===== src/rtl/reg_file_sb.sv =====
// Eight-entry register file with write-back bypass and a per-register
// pending-write scoreboard that stalls decode on RAW hazards or counter saturation.
module reg_file_sb #(
    parameter int DATA_W   = 16,
    parameter int MAX_PEND = 3
) (
    input  logic              clk,
    input  logic              rst,
    input  logic              wb_write_en,
    input  logic [2:0]        wb_write_dest,
    input  logic [DATA_W-1:0] wb_write_data,
    input  logic [2:0]        rd_addr_a,
    input  logic [2:0]        rd_addr_b,
    output logic [DATA_W-1:0] rd_data_a,
    output logic [DATA_W-1:0] rd_data_b,
    input  logic              src_a_used,
    input  logic              src_b_used,
    input  logic              issue_valid,
    input  logic              issue_wr,
    input  logic [2:0]        issue_dest,
    input  logic              flush,
    output logic              stall,
    output logic [7:0]        busy_vec
);

    localparam int         NREG     = 8;
    localparam logic [1:0] PEND_SAT = 2'(MAX_PEND);

    logic [DATA_W-1:0] regs [NREG];
    logic [1:0]        cnt  [NREG];

    logic       wb_live;
    logic       hazard_a;
    logic       hazard_b;
    logic       dest_sat;
    logic       accept;
    logic [7:0] inc_vec;
    logic [7:0] dec_vec;

    function automatic logic [DATA_W-1:0] read_port(
        input logic [2:0]        addr,
        input logic [DATA_W-1:0] stored,
        input logic              wen,
        input logic [2:0]        wdest,
        input logic [DATA_W-1:0] wdata
    );
        if (addr == 3'd0)
            return '0;
        if (wen && (wdest == addr))
            return wdata;
        return stored;
    endfunction

    // A source with exactly one pending write that retires this cycle is
    // satisfied through the bypass, so it does not stall.
    function automatic logic src_hazard(
        input logic       used,
        input logic [2:0] addr,
        input logic [1:0] count,
        input logic       wb_hit
    );
        return used && (addr != 3'd0) && (count != 2'd0)
               && !((count == 2'd1) && wb_hit);
    endfunction

    function automatic logic [1:0] cnt_next(
        input logic [1:0] cur,
        input logic       inc,
        input logic       dec
    );
        case ({inc, dec})
            2'b10:   return cur + 2'd1;
            2'b01:   return cur - 2'd1;
            default: return cur;
        endcase
    endfunction

    assign wb_live   = wb_write_en && (wb_write_dest != 3'd0);
    assign rd_data_a = read_port(rd_addr_a, regs[rd_addr_a], wb_write_en, wb_write_dest, wb_write_data);
    assign rd_data_b = read_port(rd_addr_b, regs[rd_addr_b], wb_write_en, wb_write_dest, wb_write_data);

    always_comb begin
        hazard_a = src_hazard(src_a_used, rd_addr_a, cnt[rd_addr_a],
                              wb_write_en && (wb_write_dest == rd_addr_a));
        hazard_b = src_hazard(src_b_used, rd_addr_b, cnt[rd_addr_b],
                              wb_write_en && (wb_write_dest == rd_addr_b));
        dest_sat = issue_wr && (issue_dest != 3'd0) && (cnt[issue_dest] == PEND_SAT)
                   && !(wb_write_en && (wb_write_dest == issue_dest));
        stall    = issue_valid && (hazard_a || hazard_b || dest_sat);
        accept   = issue_valid && !stall && !flush;
    end

    always_comb begin
        inc_vec  = '0;
        dec_vec  = '0;
        busy_vec = '0;
        for (int i = 1; i < NREG; i++) begin
            inc_vec[i]  = accept && issue_wr && (issue_dest == 3'(i));
            dec_vec[i]  = wb_live && (wb_write_dest == 3'(i)) && (cnt[i] != 2'd0);
            busy_vec[i] = (cnt[i] != 2'd0);
        end
    end

    always_ff @(posedge clk) begin
        if (rst) begin
            for (int i = 0; i < NREG; i++) begin
                regs[i] <= '0;
                cnt[i]  <= '0;
            end
        end else begin
            if (wb_live)
                regs[wb_write_dest] <= wb_write_data;
            cnt[0] <= '0;
            // Flush drops tracking only; the register write above still lands.
            for (int i = 1; i < NREG; i++) begin
                if (flush)
                    cnt[i] <= '0;
                else
                    cnt[i] <= cnt_next(cnt[i], inc_vec[i], dec_vec[i]);
            end
        end
    end

endmodule


===== config.mk =====
export PLATFORM = sky130hd
export DESIGN_NAME = reg_file_sb
export DESIGN_NICKNAME = d
export VERILOG_FILES = /design/src/rtl/reg_file_sb.sv
export SDC_FILE = /design/constraint.sdc
export NUM_CORES = 1
export LEC_CHECK = 0
export CAP_MARGIN = 20
export CORE_MARGIN = 8
export CORE_UTILIZATION = 63
export DETAILED_ROUTE_END_ITERATION = 6
export GPL_ROUTABILITY_DRIVEN = 0
export GPL_TIMING_DRIVEN = 0
export PLACE_DENSITY = 0.92
export REMOVE_ABC_BUFFERS = 1
export SLEW_MARGIN = 10
export SYNTH_ARGS = -nofsm -noshare
export SYNTH_HDL_FRONTEND = slang
export SYNTH_SLANG_ARGS = --single-unit

===== constraint.sdc =====
create_clock -name clk -period 7.1 [get_ports clk]
set_clock_uncertainty 0.2 [all_clocks]
set_input_delay 1.065 -clock clk [delete_from_list [all_inputs] [get_ports clk]]
set_output_delay 1.065 -clock clk [all_outputs]
set_load 0.02 [all_outputs]

==> results of run 1 <==
layout by cell type, fill, tap and decap left out, types with 3 or more instances in the layout:
| cell type | synthesis | final |
|---|---|---|
| nor3b_1 | 7 | 7 |
| and2_1 | 112 | 112 |
| buf_6 | 1 | 8 |
| ha_1 | 7 | 7 |
| clkinv_2 | 0 | 3 |
| a211oi_1 | 32 | 32 |
| buf_8 | 0 | 4 |
| nand3b_1 | 3 | 3 |
| buf_2 | 16 | 5 |
| clkbuf_16 | 0 | 17 |
| clkinvlp_4 | 0 | 3 |
| nor4b_1 | 3 | 3 |
| xnor2_1 | 16 | 16 |
| or2_2 | 14 | 14 |
| inv_6 | 0 | 3 |
| edfxtp_1 | 142 | 142 |
| nand4_1 | 3 | 3 |
| nand2b_1 | 3 | 3 |
| xor2_1 | 7 | 7 |
| nor3_2 | 2 | 6 |
| clkdlybuf4s50_1 | 0 | 68 |
| conb_1 | 1 | 17 |
| nand2_1 | 19 | 19 |
| nor2b_1 | 3 | 3 |
| mux2i_1 | 39 | 39 |
| nor2_1 | 51 | 51 |
| nand3_1 | 9 | 9 |
| bufinv_16 | 0 | 3 |
| mux4_2 | 68 | 68 |
where the power goes:
part | switching, uW | leakage [uW] | internal [uW]
Combinational | 227 | 0.00192 | 209
Sequential | 40.8 | 0.00139 | 984
Clock | 360 | 0.000285 | 552
synthesized netlist by cell type:
master,n,share of area (%)
mux4_2,68,18
o211ai_1,1,0.089
mux2i_1,39,4.6
nand3b_1,3,0.27
clkbuf_1,20,0.89
or2_2,14,1.0
mux2_1,1,0.13
o21bai_1,1,0.089
nor2_1,51,2.3
and3_1,1,0.074
nor3_2,2,0.24
nor4_2,1,0.15
a311oi_1,1,0.10
o311a_1,1,0.12
o21ai_0,1,0.059
xnor2_1,16,1.7
buf_6,1,0.13
a21o_1,1,0.089
nor3b_1,7,0.62
buf_2,16,0.95
buf_1,1,0.044
nand4_1,3,0.22
and2_1,112,8.3
a311oi_2,1,0.18
ha_1,7,1.0
a31oi_1,2,0.15
xor2_1,7,0.72
nor3b_2,1,0.15
nor3_1,7,0.41
a211oi_1,32,2.8
a21oi_1,2,0.12
nand2_1,19,0.84
buf_4,12,1.1
nand3_1,9,0.53
a21boi_1,1,0.089
conb_1,1,0.044
a21boi_0,1,0.089
inv_1,2,0.089
nor2b_1,3,0.22
nor4b_1,3,0.31
a2111oi_0,1,0.10
nand2b_1,3,0.22
edfxtp_1,142,50
nor4bb_1,1,0.12
a2bb2oi_1,1,0.10
critical path: stages:
cell and delay [ns]:
clkdlybuf4s50_1 0.74, xnor2_1 0.19, nand4_1 0.68, buf_6 0.44, o211ai_1 0.12, a2bb2oi_1 0.61, a21boi_1 0.15, clkdlybuf4s50_1 0.58
logic make-up (layout without fill, tap and decap cells):
kind of cell               count (synthesis)  after routing
muxes                                    108            108
xor gates and xnor gates                  23             23
buffers and inverters                     52            123
adders and majority gates                  7              7
AOI/OAI and AO/OA                         47             47
other                                      1             17
and+or+nand+nor                          240            240
DFF                                      142            142
worst max-delay path by stage:
| stage | from | to | slack [ns] | depth (start not counted) |
|---|---|---|---|---|
| after floorplan | rd_addr_a[0] | stall | 2.91 | 5 |
| after global placement | rd_addr_a[0] | stall | -0.85 | 7 |
| after detailed placement | wb_write_dest[1] | stall | 1.39 | 8 |
| after CTS | wb_write_dest[1] | stall | 1.31 | 8 |
| after global routing | wb_write_dest[1] | stall | 1.05 | 8 |
| final | wb_write_dest[1] | stall | 1.26 | 8 |
metrics by stage:
step                      total power (uW)  worst slack [ns]  setup TNS (ns)  util, %  cell area, sq um
after floorplan                       1260              2.91               0        -              8260
after global placement                1440            -0.855          -14.21     70.0              9240
after detailed placement              1460              1.39               0     71.6              9450
after CTS                             2360              1.31               0     76.2             10000
after global routing                  2430              1.05               0     76.2             10000
final                                 2370              1.26               0     76.2             10000
metal layers:
layer	wire, microns	vias to the layer above	track usage (%)
met2	11700	539	45.6
met3	2550	114	7.32
li1	-	2505	-
met4	1110	0	14.6
met5	0	-	0
met1	8120	3005	32.0
layout make-up:
| class | count | area share [%] |
|---|---|---|
| Timing Repair Buffer | 89 | 9.07 |
| Multi-Input combinational cell | 442 | 40.3 |
| Clock buffer | 18 | 4.27 |
| Inverter | 2 | 0.0747 |
| Clock inverter | 14 | 1.66 |
| Tap cell | 176 | 2.19 |
| Sequential cell | 142 | 42.4 |
registers in the layout, summed over array words and instances (netlist names):
signal and cells:
cnt 14, regs 128
==> impl_metrics.json, run 1 <==
{
  "power_leakage_uw": 0.00359,
  "rrSetupSlack_ns": 3.86,
  "chipHeight_microns": 132,
  "crit_required_ns": 5.83,
  "maxCapViolCount": 0,
  "cts_resized": 0,
  "finalHoldViolations": 0,
  "antenna_found_initial": 0,
  "worstSetupStartpointType": "input pin",
  "seq_area_sq_um": 4260,
  "diodes": 0,
  "drive_above_1_share_pct": 20.5,
  "track_usage_pct": 27.4,
  "synth_xor_area_share_pct": 2.38,
  "root_buffer": "clkbuf_16",
  "cts_tree": "built",
  "yosys_warnings": 0,
  "muxShareOfSynthArea_pct": 22.8,
  "core_region_area_sq_um": 13200,
  "place_hpwl_microns": 14400,
  "ys_seq_area_share_pct": 50.4,
  "worstPathMaxFanout": 17,
  "cts_hold_buf": 0,
  "worstSetupPathType": "input pin to output pin",
  "hold_depth": 1,
  "first_pass_iters": 7,
  "grt_max_degree": 40,
  "syn_inst": 620,
  "num_vias": 6163,
  "slew-limit-headroom_pct": 34.5,
  "first_global_vias": 6502,
  "worst_pin_slew_ns": 0.980,
  "cts_buffers": 17,
  "ys_ff_latch": 142,
  "dieWidth_microns": 132,
  "io_pins": 77,
  "clk_latency_ns": 0.43,
  "antenna_left": 0,
  "drt_iter0_markers": 1008,
  "period_needed_ns": 5.84,
  "grt_pass1_wl_microns": 36400,
  "cts_sinks": 142,
  "fin_cells": 883,
  "peakVddDrop_v": 0.000153,
  "fill_cells": 737,
  "worstHoldPathType": "flip-flop to flip-flop",
  "netlist_area_sq_um": 8460,
  "port_buffers": 75,
  "drt-total-wl_microns": 23500,
  "htree_levels": 4,
  "outcome": "completed",
  "drcViolationCount": 0,
  "cts.clk_slew.worst_paths_ns": 0.06,
  "multi_input_area_sq_um": 4050,
  "ys_types": 45,
  "synth_compound_area_share_pct": 4.21,
  "fin_crit_sh_pct": 82.3,
  "num_rows": 42,
  "clock_path_buffers": 2,
  "start_util_pct": 64.2,
  "synth_top_family_by_area": "multiplexers",
  "slew_viol_final": 0,
  "grt-ovfl-total": 0,
  "vias_per_cell": 6.98,
  "fmax_ghz": 0.171,
  "rr_worst_depth": 9,
  "finalNetCount": 737,
  "cellPowerDensity_nw_per_um2": 236,
  "worstReg2RegStart": "cnt[6][1]$_SDFFCE_PP0P_",
  "syn2layout_area_growth_pct": 18.7,
  "post_synth.cell_area_avg_sq_um": 13.7,
  "synth_fa_ha_area_share_pct": 1.03,
  "yosys.area_share.simple_pct": 15.9,
  "min_from": "cnt[6][0]$_SDFFCE_PP0P_",
  "r2r-end": "cnt[7][1]$_SDFFCE_PP0P_",
  "wl_per_cell_microns": 26.6,
  "holdPathEnd": "cnt[6][0]$_SDFFCE_PP0P_",
  "post_cts_buffers": 0,
  "hold_ws_ns": 0.486,
  "grt_setup_unrepaired": "no",
  "endpoint_kind": "output pin",
  "die-area_sq_um": 17400,
  "finalSetupViolations": 0,
  "crit_arrival_ns": 4.58,
  "dp.cells": 851
}
Note: power is estimated with default switching activity, not from simulation.
==> run 2, diff against run 1 <==
--- a/config.mk
+++ b/config.mk
@@ -7,11 +7,11 @@
 export LEC_CHECK = 0
 export CAP_MARGIN = 20
 export CORE_MARGIN = 8
-export CORE_UTILIZATION = 63
+export CORE_UTILIZATION = 58
 export DETAILED_ROUTE_END_ITERATION = 6
 export GPL_ROUTABILITY_DRIVEN = 0
 export GPL_TIMING_DRIVEN = 0
-export PLACE_DENSITY = 0.92
+export PLACE_DENSITY = 0.86
 export REMOVE_ABC_BUFFERS = 1
 export SLEW_MARGIN = 10
 export SYNTH_ARGS = -nofsm -noshare
==> constraint.sdc (replaced) <==
create_clock -name clk -period 6.1 [get_ports clk]
set_clock_uncertainty 0.2 [all_clocks]
set_input_delay 0.915 -clock clk [delete_from_list [all_inputs] [get_ports clk]]
set_output_delay 0.915 -clock clk [all_outputs]
set_load 0.02 [all_outputs]
==> run 2 against run 1 <==
  * Core utilization decreased by 6.6 points
  * Die area up 7.6%
  * Combinational power up 17%
  * Global-route usage fell by 1.6 points
  * Worst setup slack worse by 0.86 ns
  * Register-to-register slack worse by 1.1 ns
  * Via count is 2.5% lower
  * First-iteration DRC count decreased by 21%
  * Routed wire length decreased by 0.89%
  * Sequential share of layout area up 0.080 points
  * Sequential power grew 16%
==> impl_metrics.json, run 2 (synthesis results as in run 1) <==
{
  "outcome": "completed",
  "num_vias": 6008,
  "finalHoldViolations": 0,
  "chipHeight_microns": 137,
  "antenna_left": 0,
  "antenna_found_initial": 0,
  "wl_per_cell_microns": 26.1,
  "drcViolationCount": 0,
  "fin_crit_sh_pct": 93.5,
  "cts_hold_buf": 0,
  "layout_common_cells": "142 x edfxtp_1, 112 x and2_1, 68 x mux4_2, 68 x clkdlybuf4s50_1, 51 x nor2_1",
  "io_pins": 77,
  "maxCapViolCount": 0,
  "drt-total-wl_microns": 23300,
  "clock_path_buffers": 2,
  "grt_max_degree": 40,
  "vias_per_cell": 6.73,
  "cts_buffers": 17,
  "cts_tree": "built",
  "largestRegisters": "regs (128), cnt (14)",
  "track_usage_pct": 25.9,
  "fin_ws_ns": 0.399,
  "period_needed_ns": 5.70,
  "place_hpwl_microns": 14600,
  "internal-power_uw": 1950,
  "slew_viol_final": 0,
  "dp_worst_setup_slack_ns": 0.596,
  "die-area_sq_um": 18700,
  "fmax_ghz": 0.175,
  "cts_resized": 0,
  "core_region_area_sq_um": 14400,
  "place_area_sq_um": 9480,
  "finalPower_uw": 2680,
  "worstHoldPathType": "flip-flop to flip-flop",
  "worstReg2RegStart": "cnt[3][1]$_SDFFCE_PN0P_",
  "power.share.clock_pct": 36.6,
  "grt_setup_unrepaired": "no",
  "power_leakage_uw": 0.00358,
  "grt-ovfl-total": 0,
  "diodes": 0,
  "mostFrequentLayoutCell": "edfxtp_1",
  "start_util_pct": 58.7,
  "first_pass_iters": 5,
  "switching_share_pct": 27.1,
  "peakVddDrop_v": 0.000198,
  "port_buffers": 75,
  "fin_util_pct": 69.5,
  "dieWidth_microns": 137,
  "cp-startpoint": "wb_write_dest[1]",
  "crit_required_ns": 4.98,
  "fill_cells": 915,
  "crit_arrival_ns": 4.59,
  "cts_sinks": 142,
  "seq_power_share_pct": 44.5,
  "first_global_vias": 6243,
  "p_sw_uw": 726,
  "cts.clk_slew.worst_paths_ns": 0.06,
  "syn2layout_area_growth_pct": 18.5,
  "drt_iter0_markers": 796,
  "worstSetupPathType": "input pin to output pin",
  "finalSetupViolations": 0,
  "root_buffer": "clkbuf_16",
  "largest_register_ffs": 128,
  "fin_cells": 893,
  "post_cts_buffers": 0,
  "final_cell_area_sq_um": 10000,
  "slew-limit-headroom_pct": 39.0,
  "worstSetupStartpointType": "input pin",
  "dp.cells": 861,
  "num_rows": 44,
  "worstPathMaxFanout": 19,
  "min_from": "cnt[1][0]$_SDFFCE_PN0P_",
  "htree_levels": 4,
  "cellPowerDensity_nw_per_um2": 267,
  "endpoint_kind": "output pin",
  "p_comb_share_pct": 19.0,
  "clk_latency_ns": 0.42,
  "drive_above_1_share_pct": 20.6,
  "regMostFlops": "regs",
  "finalNetCount": 739,
  "grt_pass1_wl_microns": 35400,
  "worst_pin_slew_ns": 0.912
}
run 2: cell count changes in the layout (fill, tap and decap cells not counted), sizes merged:
cell,delta
clkinv,+3
buf,+2
bufinv,-2
clkinvlp,-1
run 2: power groups by stage:
stage / Combinational [uW] / Clock [uW] / Sequential [uW]
after floorplan: 275 / 0 / 1190
after global placement: 487 / 0 / 1200
after detailed placement: 499 / 0 / 1210
after CTS: 506 / 982 / 1190
after global routing: 534 / 1020 / 1200
final: 508 / 978 / 1190
run 2: metrics by stage:
stage	TNS, ns	hold slack (ns)
after floorplan	0	0.422
after global placement	-61.78	0.452
after detailed placement	0	0.475
after CTS	0	0.486
after global routing	0	0.526
final	0	0.493
run 2: final timing paths:
kind         cells after the start  slack, ns                      end
min reg2reg                      1       0.49  cnt[1][0]$_SDFFCE_PN0P_
min                              1       0.49  cnt[1][0]$_SDFFCE_PN0P_
max                              8       0.40                    stall
max reg2reg                      9       2.77  cnt[2][1]$_SDFFCE_PN0P_
run 2: layout make-up:
class,count,area [sq um],area share (%)
well taps,184,230,2.30
clock buffers,18,429,4.28
multi-input cells,442,4050,40.4
flip-flops and latches,142,4260,42.5
clock inverters,14,119,1.19
inverters,2,7.51,0.0749
repair buffers,91,930,9.27
run 2: layer usage:
| metal | global-route usage (%) | share of wire, % |
|---|---|---|
| met5 | 0 | 0 |
| met1 | 30.0 | 35 |
| met2 | 43.5 | 52 |
| met3 | 6.50 | 9.5 |
| met4 | 13.9 | 3.6 |
run 2: critical path, stage by stage:
cell and delay [ns]:
clkdlybuf4s50_1 0.73, xnor2_1 0.17, nand4_1 0.73, buf_6 0.46, o211ai_1 0.15, a2bb2oi_1 0.70
a21boi_1 0.14, clkdlybuf4s50_1 0.58
